**src/rtl/adder_share_arbiter_pkg.sv**
```systemverilog
// Shared types and constants for the adder-sharing arbiter.
package adder_arb_pkg;

   // Transaction sequencer states
   typedef enum logic [1:0] {
      IDLE = 2'd0,
      SREQ = 2'd1,
      SREL = 2'd2,
      MACK = 2'd3
   } arb_state_e;

   // Default operand/result width of the shared adder
   localparam int ARB_W = 25;

   // Width of the optional adder-ack timeout counter
   localparam int ARB_TMO_W = 8;

endpackage

```
**src/rtl/adder_share_arbiter_rr_pick.sv**
```systemverilog
// Combinational round-robin picker: scans the request vector starting
// at ptr, wrapping from NREQ-1 back to 0, and returns the first hit.
module rr_pick
   import adder_arb_pkg::*;
#(
   parameter int NREQ = 2,
   parameter int GW   = 1
) (
   input  logic [NREQ-1:0] req,
   input  logic [GW-1:0]   ptr,
   output logic            valid,
   output logic [GW-1:0]   idx
);

   // First requester at or after ptr (in wrap order) wins
   always_comb begin
      int            c;
      logic [GW-1:0] cand;
      valid = 1'b0;
      idx   = '0;
      c     = 0;
      cand  = '0;
      for (int k = 0; k < NREQ; k++) begin
         c = int'(ptr) + k;
         if (c >= NREQ) c = c - NREQ;
         cand = GW'(c);
         if (!valid && req[cand]) begin
            valid = 1'b1;
            idx   = cand;
         end
      end
   end

endmodule

```
**src/rtl/adder_share_arbiter.sv**
```systemverilog
// Round-robin arbiter sharing one adder among NREQ four-phase requesters.
// The winner's operands are latched and presented to the adder with a
// four-phase req/ack; the captured result is returned with a four-phase ack.
// Optional feature macro: ARB_TIMEOUT_EN -- abandons an adder transaction
// that is not acknowledged within TMO_CYC cycles and flags it on M_ERR.
module adder_share_arbiter
   import adder_arb_pkg::*;
#(
   parameter int NREQ    = 2,
   parameter int W       = ARB_W,
   parameter int TMO_CYC = 64
) (
   input  logic                                 CLK,
   input  logic                                 RSTn,
   input  logic [NREQ-1:0]                      M_req,
   input  logic [NREQ*W-1:0]                    M_A,
   input  logic [NREQ*W-1:0]                    M_B,
   output logic [NREQ-1:0]                      M_ack,
   output logic [W-1:0]                         M_Z,
   output logic                                 M_COUT,
   output logic                                 M_ERR,
   output logic                                 S_req,
   output logic [W-1:0]                         S_A,
   output logic [W-1:0]                         S_B,
   input  logic                                 S_ack,
   input  logic [W-1:0]                         S_Z,
   input  logic                                 S_COUT,
   output logic [((NREQ > 1) ? $clog2(NREQ) : 1)-1:0] GNT
);

   localparam int GW = (NREQ > 1) ? $clog2(NREQ) : 1;

   arb_state_e      state_q, state_d;
   logic [GW-1:0]   ptr_q,   ptr_d;
   logic [GW-1:0]   gnt_q,   gnt_d;
   logic [W-1:0]    sa_q,    sa_d;
   logic [W-1:0]    sb_q,    sb_d;
   logic            sreq_q,  sreq_d;
   logic [NREQ-1:0] mack_q,  mack_d;
   logic [W-1:0]    mz_q,    mz_d;
   logic            mcout_q, mcout_d;

   logic            pick_vld;
   logic [GW-1:0]   pick_idx;

`ifdef ARB_TIMEOUT_EN
   localparam logic [ARB_TMO_W-1:0] TMO_LAST = ARB_TMO_W'(TMO_CYC - 1);
   logic                 merr_q, merr_d;
   logic [ARB_TMO_W-1:0] cnt_q,  cnt_d;
`endif

   rr_pick #(
      .NREQ (NREQ),
      .GW   (GW)
   ) u_pick (
      .req   (M_req),
      .ptr   (ptr_q),
      .valid (pick_vld),
      .idx   (pick_idx)
   );

   // Next-state and register-update logic of the transaction sequencer
   always_comb begin
      state_d = state_q;
      ptr_d   = ptr_q;
      gnt_d   = gnt_q;
      sa_d    = sa_q;
      sb_d    = sb_q;
      sreq_d  = sreq_q;
      mack_d  = mack_q;
      mz_d    = mz_q;
      mcout_d = mcout_q;
`ifdef ARB_TIMEOUT_EN
      merr_d  = merr_q;
      cnt_d   = cnt_q;
`endif
      case (state_q)
         IDLE: begin
            // A still-high ack from a previous (or abandoned) transaction
            // must fall before a new request is launched.
            if (pick_vld && !S_ack) begin
               gnt_d   = pick_idx;
               sa_d    = M_A[int'(pick_idx)*W +: W];
               sb_d    = M_B[int'(pick_idx)*W +: W];
               sreq_d  = 1'b1;
               state_d = SREQ;
`ifdef ARB_TIMEOUT_EN
               cnt_d   = '0;
               merr_d  = 1'b0;
`endif
            end
         end
         SREQ: begin
            if (S_ack) begin
               mz_d    = S_Z;
               mcout_d = S_COUT;
               sreq_d  = 1'b0;
               state_d = SREL;
            end
`ifdef ARB_TIMEOUT_EN
            else if (cnt_q == TMO_LAST) begin
               mz_d    = '0;
               mcout_d = 1'b0;
               merr_d  = 1'b1;
               sreq_d  = 1'b0;
               state_d = SREL;
            end else begin
               cnt_d   = cnt_q + ARB_TMO_W'(1);
            end
`endif
         end
         SREL: begin
            if (!S_ack) begin
               mack_d[gnt_q] = 1'b1;
               state_d       = MACK;
            end
         end
         MACK: begin
            // A requester that already dropped its request sees a one-cycle ack
            if (!M_req[gnt_q]) begin
               mack_d  = '0;
               ptr_d   = (gnt_q == GW'(NREQ - 1)) ? '0 : gnt_q + GW'(1);
               state_d = IDLE;
            end
         end
         default: state_d = IDLE;
      endcase
   end

   // State and datapath registers; everything clears on reset
   always_ff @(posedge CLK or negedge RSTn) begin
      if (!RSTn) begin
         state_q <= IDLE;
         ptr_q   <= '0;
         gnt_q   <= '0;
         sa_q    <= '0;
         sb_q    <= '0;
         sreq_q  <= 1'b0;
         mack_q  <= '0;
         mz_q    <= '0;
         mcout_q <= 1'b0;
`ifdef ARB_TIMEOUT_EN
         merr_q  <= 1'b0;
         cnt_q   <= '0;
`endif
      end else begin
         state_q <= state_d;
         ptr_q   <= ptr_d;
         gnt_q   <= gnt_d;
         sa_q    <= sa_d;
         sb_q    <= sb_d;
         sreq_q  <= sreq_d;
         mack_q  <= mack_d;
         mz_q    <= mz_d;
         mcout_q <= mcout_d;
`ifdef ARB_TIMEOUT_EN
         merr_q  <= merr_d;
         cnt_q   <= cnt_d;
`endif
      end
   end

   assign M_ack  = mack_q;
   assign M_Z    = mz_q;
   assign M_COUT = mcout_q;
   assign S_req  = sreq_q;
   assign S_A    = sa_q;
   assign S_B    = sb_q;
   assign GNT    = gnt_q;
`ifdef ARB_TIMEOUT_EN
   assign M_ERR  = merr_q;
`else
   assign M_ERR  = 1'b0;
`endif

endmodule

```
**config.mk**
```make
export PLATFORM = sky130hd
export DESIGN_NAME = adder_share_arbiter
export DESIGN_NICKNAME = d
export VERILOG_FILES = /design/src/rtl/adder_share_arbiter_pkg.sv /design/src/rtl/adder_share_arbiter_rr_pick.sv /design/src/rtl/adder_share_arbiter.sv
export SDC_FILE = /design/constraint.sdc
export NUM_CORES = 1
export LEC_CHECK = 0
export ABC_AREA = 0
export CAP_MARGIN = 10
export CORE_AREA = 2 2 108 110
export DETAILED_ROUTE_END_ITERATION = 10
export DIE_AREA = 0 0 110 112
export GPL_TIMING_DRIVEN = 0
export PLACE_DENSITY_LB_ADDON = 0.25
export SLEW_MARGIN = 20
export SYNTH_ARGS = -nofsm -noshare
export SYNTH_HDL_FRONTEND = slang
export SYNTH_SLANG_ARGS = --single-unit
```
**constraint.sdc**
```tcl
create_clock -name CLK -period 3.4 [get_ports CLK]
set_input_delay 0.51 -clock CLK [delete_from_list [all_inputs] [get_ports CLK]]
set_output_delay 0.51 -clock CLK [all_outputs]
set_load 0.05 [all_outputs]
```
After elaboration in Yosys (flattened, before gate mapping) --
Cells that the tools add are included.
Word-level totals: flip-flop bits (word level) 83, bits of input ports 131, output and inout bits 81
Operators by class: $add $sub $neg 4, multiply operators 1, magnitude comparators 6, equality and inequality tests 7, shift-type cells 2, muxes and demuxes 25, bitwise gates (word level) 2, reduce and logical (&&, ||, !) cells 14
Operator list (count):
- $shiftx A50 B32 Y25 | 1
- $shiftx A50 B7 Y25 | 1
- $mux W1 | 16
- $mux W2 | 5
- $ne A2 B2 Y1 const B | 4
- $pmux W2 S4 | 1
- $lt A1 B2 Y1 const B | 3
- $mul A1 B5 Y6 const B | 1
- $reduce_and A2 Y1 | 3
- $reduce_and A3 Y1 | 2
- $eq A2 B2 Y1 const B | 2
- $pmux W2 S2 | 1
- $reduce_and A4 Y1 | 1
- $reduce_bool A2 Y1 | 2
- $logic_and A1 B1 Y1 | 3
- $add A1 B1 Y2 const B | 1
- $eq A2 B1 Y1 const B | 1
- $ge A1 B2 Y1 const B | 1
- $ge A2 B2 Y1 const B | 1
- $logic_not A1 Y1 | 2
- $logic_not A2 Y1 | 1
- $or A2 B2 Y2 | 1
- $pmux W1 S2 | 1
- $sub A1 B1 Y1 const B | 2
- 4 further kinds | 4

Logic depth before layout (Yosys ltp) --
Gate-level depths: netlist of run 1.
depth in word-level cells 11, gate-level depth with buffers 7, depth with buffers taken out 5

Hierarchy --
A second synthesis of run 1 with hierarchy kept.
Unflattened totals: cell total of the unflattened synthesis 318, area, all modules 3692.3 um^2
By module, submodules not included:
- adder_share_arbiter | instances 1, cells each 315, area an instance 3674.8 um^2, sequential area each 2077.0 um^2
- rr_pick | instances 1, cells each 3, area an instance 17.5 um^2, sequential area each 0.0 um^2

Least setup slack after synthesis of run 1 --
No wires, ideal clock.
path kind flip-flop to flip-flop, from register gnt_q (netlist: GNT), to register state_q[0], arrival time 1.531 ns, required time 3.274 ns, slack 1.743 ns, cell stages (with the launch flop) 4, buffers on the path 0, clock period less this slack 1.657 ns, cells stage by stage dfrtp_1 mux2_2 a22o_1 o311a_1
On the way: word-level cells in the longest chain between the ends 4
RTL lines:
- start: declaration | line adder_share_arbiter.sv:35 | logic [GW-1:0] gnt_q, gnt_d;
- start signal: assignment | line adder_share_arbiter.sv:149 | gnt_q <= gnt_d;
- $mux W1 (not written as such) (2 in a row) | line adder_share_arbiter.sv:120 | if (!M_req[gnt_q]) begin
- $ne A2 B2 Y1 (no source line)
- $reduce_and A4 Y1 (no source line)
- end signal: assignment | line adder_share_arbiter.sv:147 | state_q <= state_d;
- end: declaration | line adder_share_arbiter.sv:33 | arb_state_e state_q, state_d;
Every way passes these cells. The select of a mux whose other input is x is not followed. A chain may end at the register's enable or synchronous reset.

Worst setup path in the final report of run 1 --
from input port M_req[0], to register sa_q[23] (netlist: S_A[23])
On the way: word-level cells in the longest chain between the ends 8
RTL lines:
- start: declaration | line adder_share_arbiter.sv:15 | input logic [NREQ-1:0] M_req,
- $mux W1 (not written as such) (2 in a row) | line adder_share_arbiter_rr_pick.sv:27 | if (!valid && req[cand]) begin
- $mux W1 | line adder_share_arbiter_rr_pick.sv:27
- $logic_not A1 Y1 | line adder_share_arbiter_rr_pick.sv:27
- $logic_and A1 B1 Y1 | line adder_share_arbiter_rr_pick.sv:27
- $mux W1 | line adder_share_arbiter_rr_pick.sv:27
- $mul A1 B5 Y6 / $logic_and A1 B1 Y1 (equally long branches) | line adder_share_arbiter.sv:83, adder_share_arbiter.sv:81
- $shiftx A50 B32 Y25 / $reduce_and A2 Y1 (equally long branches)
- end signal: assignment | line adder_share_arbiter.sv:136 | sa_q <= '0;
- end signal: assignment | line adder_share_arbiter.sv:150 | sa_q <= sa_d;
- end: declaration | line adder_share_arbiter.sv:36 | logic [W-1:0] sa_q, sa_d;
Parallel ways exist; a longest one is shown, timed or not. The select of a mux whose other input is x is not followed.

==> results of run 1 <==
[path summary, 6_finish.rpt]
check / cells after the start / endpoint / from
max in group asynchronous: 2 / S_B[15]$_DFFE_PN0P_ / RSTn
min in group CLK: 1 / M_Z[22]$_DFFE_PN0P_ / M_Z[22]$_DFFE_PN0P_
max: 5 / S_A[23]$_DFFE_PN0P_ / M_req[0]
max reg2reg: 5 / S_A[23]$_DFFE_PN0P_ / ptr_q$_DFFE_PN0P_
min reg2reg: 1 / M_Z[22]$_DFFE_PN0P_ / M_Z[22]$_DFFE_PN0P_
min: 1 / M_Z[8]$_DFFE_PN0P_ / RSTn
[cell families (layout without fill, tap and decap cells)]
group                      after synthesis  after routing  synth area share (%)
buffers and inverters                   56            283                  6.06
DFF                                     83             83                  47.2
AOI/OAI and AO/OA                      221            221                  37.5
adders and majority gates                4              4                  1.14
other                                    1              1                0.0852
muxes                                   27             27                  6.91
and+or+nand+nor                          7              7                  1.11
[layout make-up]
cell class	instances	share of cell area, %
buffer	48	3.37
clock buffer	12	3.80
clock inverter	4	0.677
inverter	8	0.428
multi-input combinational	260	29.3
sequential	83	29.6
tap	143	2.55
timing repair buffer	211	30.3
[layout by cell type, fill, tap and decap left out]
master and instances:
clkdlybuf4s50_1 209, dfrtp_1 83, o21ai_0 55, o211ai_1 51
a21oi_1 51, a31oi_2 50, clkbuf_1 35, mux2_2 27
clkbuf_16 9, inv_1 7, buf_2 6, buf_6 6
a31oi_1 4, ha_1 4, clkbuf_8 3, a22o_1 2
nor3b_1 2, a21o_1 2, o2bb2ai_1 2, buf_4 2
clkinv_2 2, nand2_1 1, o21ba_1 1, and2_1 1
clkinv_1 1, nor2b_1 1, o21a_1 1, or3b_2 1
and3b_1 1, o2111ai_1 1, o311a_1 1, conb_1 1
clkinvlp_4 1, bufinv_16 1, buf_16 1
[flip-flops by register name, indices dropped and copies added, names as in the netlist]
name     flops
S_req        1
M_ack        2
GNT          1
state_q      2
ptr_q        1
M_Z         25
M_COUT       1
S_A         25
S_B         25
[power by group through the flow]
| stage | clock network [mW] | logic, mW | registers (mW) |
|---|---|---|---|
| floorplan | 0 | 1.18 | 3.42 |
| global placement | 0 | 4.24 | 1.77 |
| detailed placement | 0 | 4.30 | 1.79 |
| CTS | 1.03 | 4.30 | 1.79 |
| global route | 1.08 | 4.51 | 1.85 |
| finish | 1.01 | 4.28 | 1.79 |
[worst max-delay path: stages]
cell and delay (ns):
clkdlybuf4s50_1 0.57, nor2b_1 0.52, clkbuf_1 0.37, o21ai_0 0.20, a31oi_2 0.21
[routing by layer]
layer | share of wire [%] | up-vias | wire length [um]
met1 | 42 | 2008 | 5680
met2 | 49 | 169 | 6670
met5 | 0 | - | 0
met4 | 1.4 | 0 | 197
li1 | - | 1979 | -
met3 | 8.1 | 14 | 1100
==> flow_summary_export.csv, run 1 <==
group,metric,value,unit
floorplanning,chipHeight,112,um
global_route,grt_max_degree,44,
placement,post-place-cells,753,
logic_synthesis,synth-edff-count,0,
clock_tree,clock_path_buffers,2,
logic_synthesis,post-synth-top-count-cell,"dfrtp_1",
logic_synthesis,ys.flop_type,"dfrtp_1",
clock_tree,htreeDepth,3,
sta,setup_viol,0,
route,drtPass1Iterations,4,
clock_tree,hold_buffers,0,
route,ant_nets,0,
worst_setup_path,cp_data_required_time,3.65,ns
worst_setup_path,arrival,2.39,ns
sta,worstMarginPinSlew,0.583,ns
floorplanning,design.die.area,12300,um^2
power_and_ir_drop,p_leak,2.56,nW
global_route,gr-max-usage-layer,"met2",
cells_and_area,post-route-util,62.8,%
logic_synthesis,yosysSeqAreaShare,47.2,%
route,drt_iter0_drc,208,
outcome,outcome,"complete, no violations",
floorplanning,pin_count,212,
global_route,grt_pass1_wl,21.6,mm
sta,drv_slew,0,
sta,holdWs,0.164,ns
global_route,grt.total_usage,22.4,%
floorplanning,start_util,39.4,%
logic_synthesis,yosys-top-cells-area,"dfrtp_1 47%, a31oi_2 14%, o211ai_1 8.7%",
sta,fmax,466,MHz
cells_and_area,multi_input_area,2060,um^2
route,vias_per_cell,5.42,
logic_synthesis,post-synth-top-area-cell,"dfrtp_1",
placement,dpl_cell_area,6710,um^2
placement,gp_congestion,0.858,
worst_setup_path,cp-end-kind,"flip-flop",
global_route,gr-total-overflow,0,
cells_and_area,final_area,7020,um^2
cells_and_area,fillers,906,
sta,fin_ws,1.25,ns
hold_path,hold_class,"in -> async",
global_route,grt_pass1_vias,4279,
logic_synthesis,synth-async-reset-ratio,100,%
clock_tree,cts_tree,"done",
logic_synthesis,yosys_warnings,0,
logic_synthesis,synthesis.nets,534,
run,max-cap-violations,0,
power_and_ir_drop,vdd_drop_max,0.000555,V
sta,period_needed,2.15,ns
global_route,antenna_found_initial,0,
worst_setup_path,crit_fanout,10,
floorplanning,row_count,39,
clock_tree,clk_pin_slew_worst_paths,0.06,ns
clock_tree,clock_latency,0.33,ns
power_and_ir_drop,seq_power_share,25.2,%
route,wire_per_inst,17.8,um
placement,port_buffers,210,
power_and_ir_drop,pwr_density_cell,1010,nW/um^2
worst_setup_path,rrSetupSlack,1.50,ns
global_route,use_met3,5.33,%
sta,finalHoldViolations,0,
floorplanning,core_area,11200,um^2
sta,fin_skew,0.00474,ns
logic_synthesis,yosysTopAreaCellShare,47.2,%
logic_synthesis,synth_cell_types,28,
worst_setup_path,startpoint_type,"primary input",
cells_and_area,instances_no_fill,769,
power_and_ir_drop,p_int,3.66,mW
sta,slew_headroom,61.1,%
power_and_ir_drop,p_sw,3.42,mW
power_and_ir_drop,clockPowerShare,14.3,%
route,vias,4170,
clock_tree,post_cts_resized,0,
worst_setup_path,crit_type,"in -> reg",
power_and_ir_drop,p_total,7.08,mW
route,wl,13.7,mm
cells_and_area,finalNetCount,756,
sta,fin_crit_sh,63.2,%
clock_tree,cts_setup_buffers,0,
logic_synthesis,ys_ff_latch,83,
floorplanning,die_w,110,um
clock_tree,cts_made_buffers,9,
sta,rsz0062_at_grt,"false",
placement,dp_hpwl,10.2,mm
power_and_ir_drop,combPwrFrac,60.4,%
global_route,grtUsageMet2,36.6,%
route,route.detailed.drc,0,
logic_synthesis,syn-cell-area,4400,um^2
logic_synthesis,syn_area_per_cell,11.0,um^2
sta,final.setup.tns,0,ns
cells_and_area,antennaDiodeCount,0,
cells_and_area,seq_area,2080,um^2
placement,dp_slack,0.930,ns
clock_tree,cts.sinks,83,
cells_and_area,syn2layout_area_growth,59.5,%
power_and_ir_drop,p_sw_share,48.2,%
clock_tree,root_buffer,"clkbuf_16",
cells_and_area,drive_gt1_share,17.4,%
global_route,met1_usage,29.1,%
logic_synthesis,syn-instance-count,399,
logic_synthesis,synth_common_cells,"83 x dfrtp_1, 55 x o21ai_0, 51 x a21oi_1, 51 x o211ai_1, 50 x a31oi_2",
Note: power is estimated with default switching activity, not from simulation.
==> run 2: changes to the inputs <==
Settings changed: CORE_AREA 2 2 108 110 to 2 2 113 115, DIE_AREA 0 0 110 112 to 0 0 115 117.
Clock period 3.4 ns to 1.8 ns, I/O delays scaled along.
==> run 2 against run 1 <==
Net effect:
- sequential share of layout area shrank 0.59 points
- non-clock buffer count grew 3
- combinational power grew 89%
- sequential cell count is the same
- critical path type is now reg -> out
- worst hold slack gained 0.31 ns
- cell count grew 1.0%
- register-to-register slack lost 1.5 ns
==> flow_summary_export.csv, run 2 (synthesis results as in run 1) <==
group,metric,value,unit
sta,fmax,563,MHz
clock_tree,htreeDepth,3,
worst_setup_path,cp_num_buf_inv,1,
sta,period_needed,1.78,ns
worst_setup_path,max_stage_delay,0.81,ns
sta,fin_skew,0.00432,ns
floorplanning,chipHeight,117,um
cells_and_area,drive_gt1_share,19.6,%
worst_setup_path,crit_fanout,2,
placement,port_buffers,210,
power_and_ir_drop,p_leak,2.96,nW
clock_tree,clock_path_buffers,2,
power_and_ir_drop,pwr_density_cell,1860,nW/um^2
sta,fin_crit_sh,98.6,%
clock_tree,clk_pin_slew_worst_paths,0.06,ns
worst_setup_path,r2r_start,"state_q[0]$_DFFE_PN0P_",
sta,setup_viol,0,
route,drt_iter0_drc,163,
cells_and_area,fillers,1079,
global_route,antenna_found_initial,0,
route,drtPass1Iterations,4,
worst_setup_path,arrival,1.51,ns
placement,gp_congestion,0.789,
floorplanning,core_area,12300,um^2
route,ant_nets,0,
route,vias_per_cell,5.42,
route,wl,14.3,mm
clock_tree,cts_tree,"done",
clock_tree,clock_latency,0.34,ns
sta,slew_headroom,61.2,%
power_and_ir_drop,p_total,13.3,mW
floorplanning,pin_count,212,
cells_and_area,syn2layout_area_growth,62.8,%
floorplanning,row_count,41,
worst_setup_path,crit_type,"reg -> out",
sta,rsz0062_at_grt,"false",
cells_and_area,finalNetCount,759,
hold_path,hold_class,"in -> async",
clock_tree,root_buffer,"clkbuf_16",
route,vias,4212,
cells_and_area,layout_common_cells,"153 x clkdlybuf4s50_1, 83 x dfrtp_1, 55 x o21ai_0, 51 x o211ai_1, 51 x a21oi_1",
run,max-cap-violations,0,
global_route,grt_pass1_wl,21.7,mm
worst_setup_path,cp_data_required_time,1.53,ns
floorplanning,design.die.area,13500,um^2
global_route,grt.total_usage,20.6,%
floorplanning,start_util,35.7,%
worst_setup_path,crit_start,"S_A[22]$_DFFE_PN0P_",
placement,dp_hpwl,10.3,mm
cells_and_area,final_common_cell,"clkdlybuf4s50_1",
route,route.detailed.drc,0,
global_route,grt_pass1_vias,4256,
global_route,gr-total-overflow,0,
sta,finalHoldViolations,0,
worst_setup_path,crit_chain,"clkdlybuf4s50_1",
sta,holdWs,0.476,ns
sta,worstMarginPinSlew,0.582,ns
power_and_ir_drop,vdd_drop_max,0.000798,V
route,wire_per_inst,18.4,um
worst_setup_path,crit_slowest_cell,"clkdlybuf4s50_1",
cells_and_area,antennaDiodeCount,0,
clock_tree,cts_made_buffers,9,
worst_setup_path,startpoint_type,"flip-flop",
worst_setup_path,cp_top_family,"buffers and inverters",
sta,drv_slew,0,
worst_setup_path,cp-end-kind,"output port",
outcome,outcome,"complete, no violations",
global_route,grt_max_degree,43,
clock_tree,cts.sinks,83,
floorplanning,die_w,115,um
-- run 2: area by class of cell --
type	count	area, um^2	share of cell area (%)
Timing Repair Buffer	214	2240	31.3
Sequential cell	83	2080	29.0
Multi-Input combinational cell	260	2070	28.9
Buffer	48	260	3.63
Clock buffer	11	233	3.25
Tap cell	150	188	2.62
Clock inverter	3	65.1	0.908
Inverter	8	30.0	0.419
-- run 2: path summary, 6_finish.rpt --
| path | depth (start not counted) | endpoint | slack (ns) |
|---|---|---|---|
| worst max-delay path | 1 | S_A[22] | 0.02 |
| worst min-delay path | 2 | M_Z[15]$_DFFE_PN0P_ | 0.48 |
| worst max register to register | 6 | state_q[1]$_DFFE_PN0P_ | 0.04 |
| worst min register to register | 1 | M_Z[20]$_DFFE_PN0P_ | 0.50 |
| max in group asynchronous | 3 | S_B[11]$_DFFE_PN0P_ | 0.69 |
| min in group CLK | 1 | M_Z[20]$_DFFE_PN0P_ | 0.50 |
-- run 2: layer usage --
metal | GRT usage [%] | part of all wire (%) | vias to the layer above
met5 | 0 | 0 | -
met1 | 26.7 | 44 | 2024
li1 | - | - | 1978
met4 | 6.43 | 1.4 | 0
met2 | 34.6 | 48 | 186
met3 | 4.33 | 6.6 | 24
-- run 2: worst reg2reg max path, cell delays in order, from the launching register on --
cell	delay [ns]
dfrtp_1	0.37
inv_2	0.07
ha_1	0.22
buf_4	0.19
o21a_1	0.22
or3b_2	0.44
o211ai_1	0.16
-- run 2: metrics by stage --
step	setup slack (ns)	utilization, %	setup TNS, ns	std cells	instance area, um^2
4_1_cts	0.00210	57.0	0	777	7020
2_1_floorplan	0.143	-	0	399	4400
3_3_place_gp	-2.53	54.3	-231.57	759	6690
3_5_place_dp	-0.446	54.5	-21.34	760	6710
5_1_grt	0.000929	58.2	0	777	7160
6_report	0.0247	58.2	0	777	7160
-- run 2: where the power goes --
group	internal, mW	switching, mW	leakage [nW]	total [mW]
logic	2.86	5.22	1.88	8.08
registers	2.81	0.497	0.940	3.30
clock network	1.20	0.712	0.145	1.91
-- run 2: repair_timing --
action	in CTS	in global routing
endpoints found under the setup margin	81	111
endpoints found under the hold margin	41	0
hold buffers	1	0
buffers inserted	2	0
resized for setup	14	75
==> run 3: changes to the inputs <==
Settings changed: SKIP_CTS_REPAIR_TIMING set to 1.
==> run 3 against run 2 <==
Net effect:
- total power increased by 0.57%
- sequential power about the same
- largest cell class unchanged
- critical path depth unchanged
- cell count increased by 0.13%
- worst hold slack improved by 0.00094 ns
- critical path type unchanged
- clock power about the same
- combinational power increased by 0.9%
==> flow_summary_export.csv, run 3 (synthesis results as in run 1) <==
group,metric,value,unit
power_and_ir_drop,pwr_density_cell,1850,nW/um^2
cells_and_area,drive_gt1_share,19.9,%
worst_setup_path,r2r_start,"state_q[0]$_DFFE_PN0P_",
global_route,grtUsageMet2,34.4,%
worst_setup_path,crit_start,"S_A[22]$_DFFE_PN0P_",
sta,rsz0062_at_grt,"true",
route,vias_per_cell,5.41,
clock_tree,root_buffer,"clkbuf_16",
route,drtPass1Iterations,4,
global_route,gr-total-overflow,0,
worst_setup_path,cp_top_family,"buffers and inverters",
global_route,met1_usage,26.7,%
worst_setup_path,crit_slowest_cell,"clkdlybuf4s50_1",
global_route,grt_pass1_wl,21.5,mm
worst_setup_path,crit_chain,"clkdlybuf4s50_1",
clock_tree,clock_path_buffers,2,
clock_tree,cts_tree,"done",
sta,fmax,563,MHz
cells_and_area,post-route-util,58.6,%
route,route.detailed.drc,0,
global_route,gr-max-usage-layer,"met2",
sta,finalHoldViolations,0,
worst_setup_path,arrival,1.50,ns
worst_setup_path,crit_type,"reg -> out",
outcome,outcome,"complete, no violations",
cells_and_area,final_common_cell,"clkdlybuf4s50_1",
floorplanning,row_count,41,
worst_setup_path,startpoint_type,"flip-flop",
route,wire_per_inst,18.2,um
floorplanning,die_w,115,um
cells_and_area,layout_common_cells,"153 x clkdlybuf4s50_1, 82 x dfrtp_1, 56 x dlymetal6s2s_1, 55 x o21ai_0",
worst_setup_path,cp-end-kind,"output port",
clock_tree,clock_latency,0.34,ns
power_and_ir_drop,vdd_drop_max,0.000859,V
worst_setup_path,crit_fanout,2,
cells_and_area,finalNetCount,760,
floorplanning,chipHeight,117,um
global_route,use_met3,4.33,%
floorplanning,start_util,35.7,%
worst_setup_path,cp_data_required_time,1.53,ns
route,wl,14.2,mm
clock_tree,clk_pin_slew_worst_paths,0.06,ns
cells_and_area,syn2layout_area_growth,63.9,%
sta,slew_headroom,61.7,%
global_route,grt_max_degree,43,
global_route,grt_pass1_vias,4220,
sta,drv_slew,0,
floorplanning,design.die.area,13500,um^2
sta,worstMarginPinSlew,0.574,ns
power_and_ir_drop,p_leak,3.02,nW
placement,dp_slack,-0.446,ns
floorplanning,pin_count,212,
cells_and_area,antennaDiodeCount,0,
placement,dp_hpwl,10.3,mm
placement,gp_congestion,0.789,
route,drt_iter0_drc,181,
worst_setup_path,cp_num_buf_inv,1,
sta,setup_viol,0,
run,max-cap-violations,0,
sta,period_needed,1.77,ns
global_route,antenna_found_initial,0,
sta,fin_crit_sh,98.6,%
clock_tree,htreeDepth,3,
worst_setup_path,max_stage_delay,0.81,ns
floorplanning,core_area,12300,um^2
global_route,grt.total_usage,20.5,%
route,vias,4208,
clock_tree,cts.sinks,83,
sta,fin_skew,0.00583,ns
cells_and_area,fillers,1067,
hold_path,hold_class,"in -> async",
clock_tree,cts_made_buffers,9,
placement,port_buffers,210,
route,ant_nets,0,
sta,fin_ws,0.0253,ns
==> run 3: cell count changes in the layout (fill, tap and decap cells not counted), sizes merged <==
cell / before / now
buf: 15 / 17
clkbuf: 48 / 47
dlygate4sd2: 11 / 0
dlymetal6s2s: 45 / 56
==> run 3: per-stage QoR <==
stage | hold WS [ns] | TNS [ns] | cells | total power [mW] | instance area [um^2]
after floorplan | -0.0256 | 0 | 399 | 8.69 | 4400
after global placement | 0.485 | -231.57 | 759 | 11.3 | 6690
after detailed placement | 0.306 | -21.34 | 760 | 11.5 | 6710
after CTS | -0.0578 | -4.17 | 774 | 13.4 | 7010
after global routing | 0.517 | -0.0247 | 778 | 14.0 | 7210
final | 0.477 | 0 | 778 | 13.4 | 7210
==> run 3: path summary, 6_finish.rpt <==
kind	endpoint	slack, ns	depth (start not counted)
max	S_A[22]	0.03	1
min	M_Z[15]$_DFFE_PN0P_	0.48	2
max reg2reg	state_q[1]$_DFFE_PN0P_	0.06	6
min reg2reg	M_Z[20]$_DFFE_PN0P_	0.50	1
max in group asynchronous	S_B[11]$_DFFE_PN0P_	0.69	3
min in group CLK	M_Z[20]$_DFFE_PN0P_	0.50	1
==> run 3: area by class of cell <==
| type | count | area (um^2) | area share, % |
|---|---|---|---|
| clock buffer | 11 | 233 | 3.23 |
| timing repair buffer | 215 | 2290 | 31.8 |
| tap | 150 | 188 | 2.60 |
| sequential | 83 | 2080 | 28.8 |
| inverter | 8 | 30.0 | 0.416 |
| clock inverter | 3 | 65.1 | 0.902 |
| multi-input combinational | 260 | 2060 | 28.6 |
| buffer | 48 | 263 | 3.64 |
==> run 3: report_power, final <==
part	internal, mW	switching, mW	total, mW
Combinational	2.95	5.20	8.15
Clock	1.20	0.705	1.90
Sequential	2.81	0.507	3.32
Total	6.96	6.41	13.4
==> run 3: metal layers <==
metal	vias up	routed length, um
met5	-	0
met4	0	184
met3	17	872
met2	175	6790
met1	2041	6330
li1	1975	-
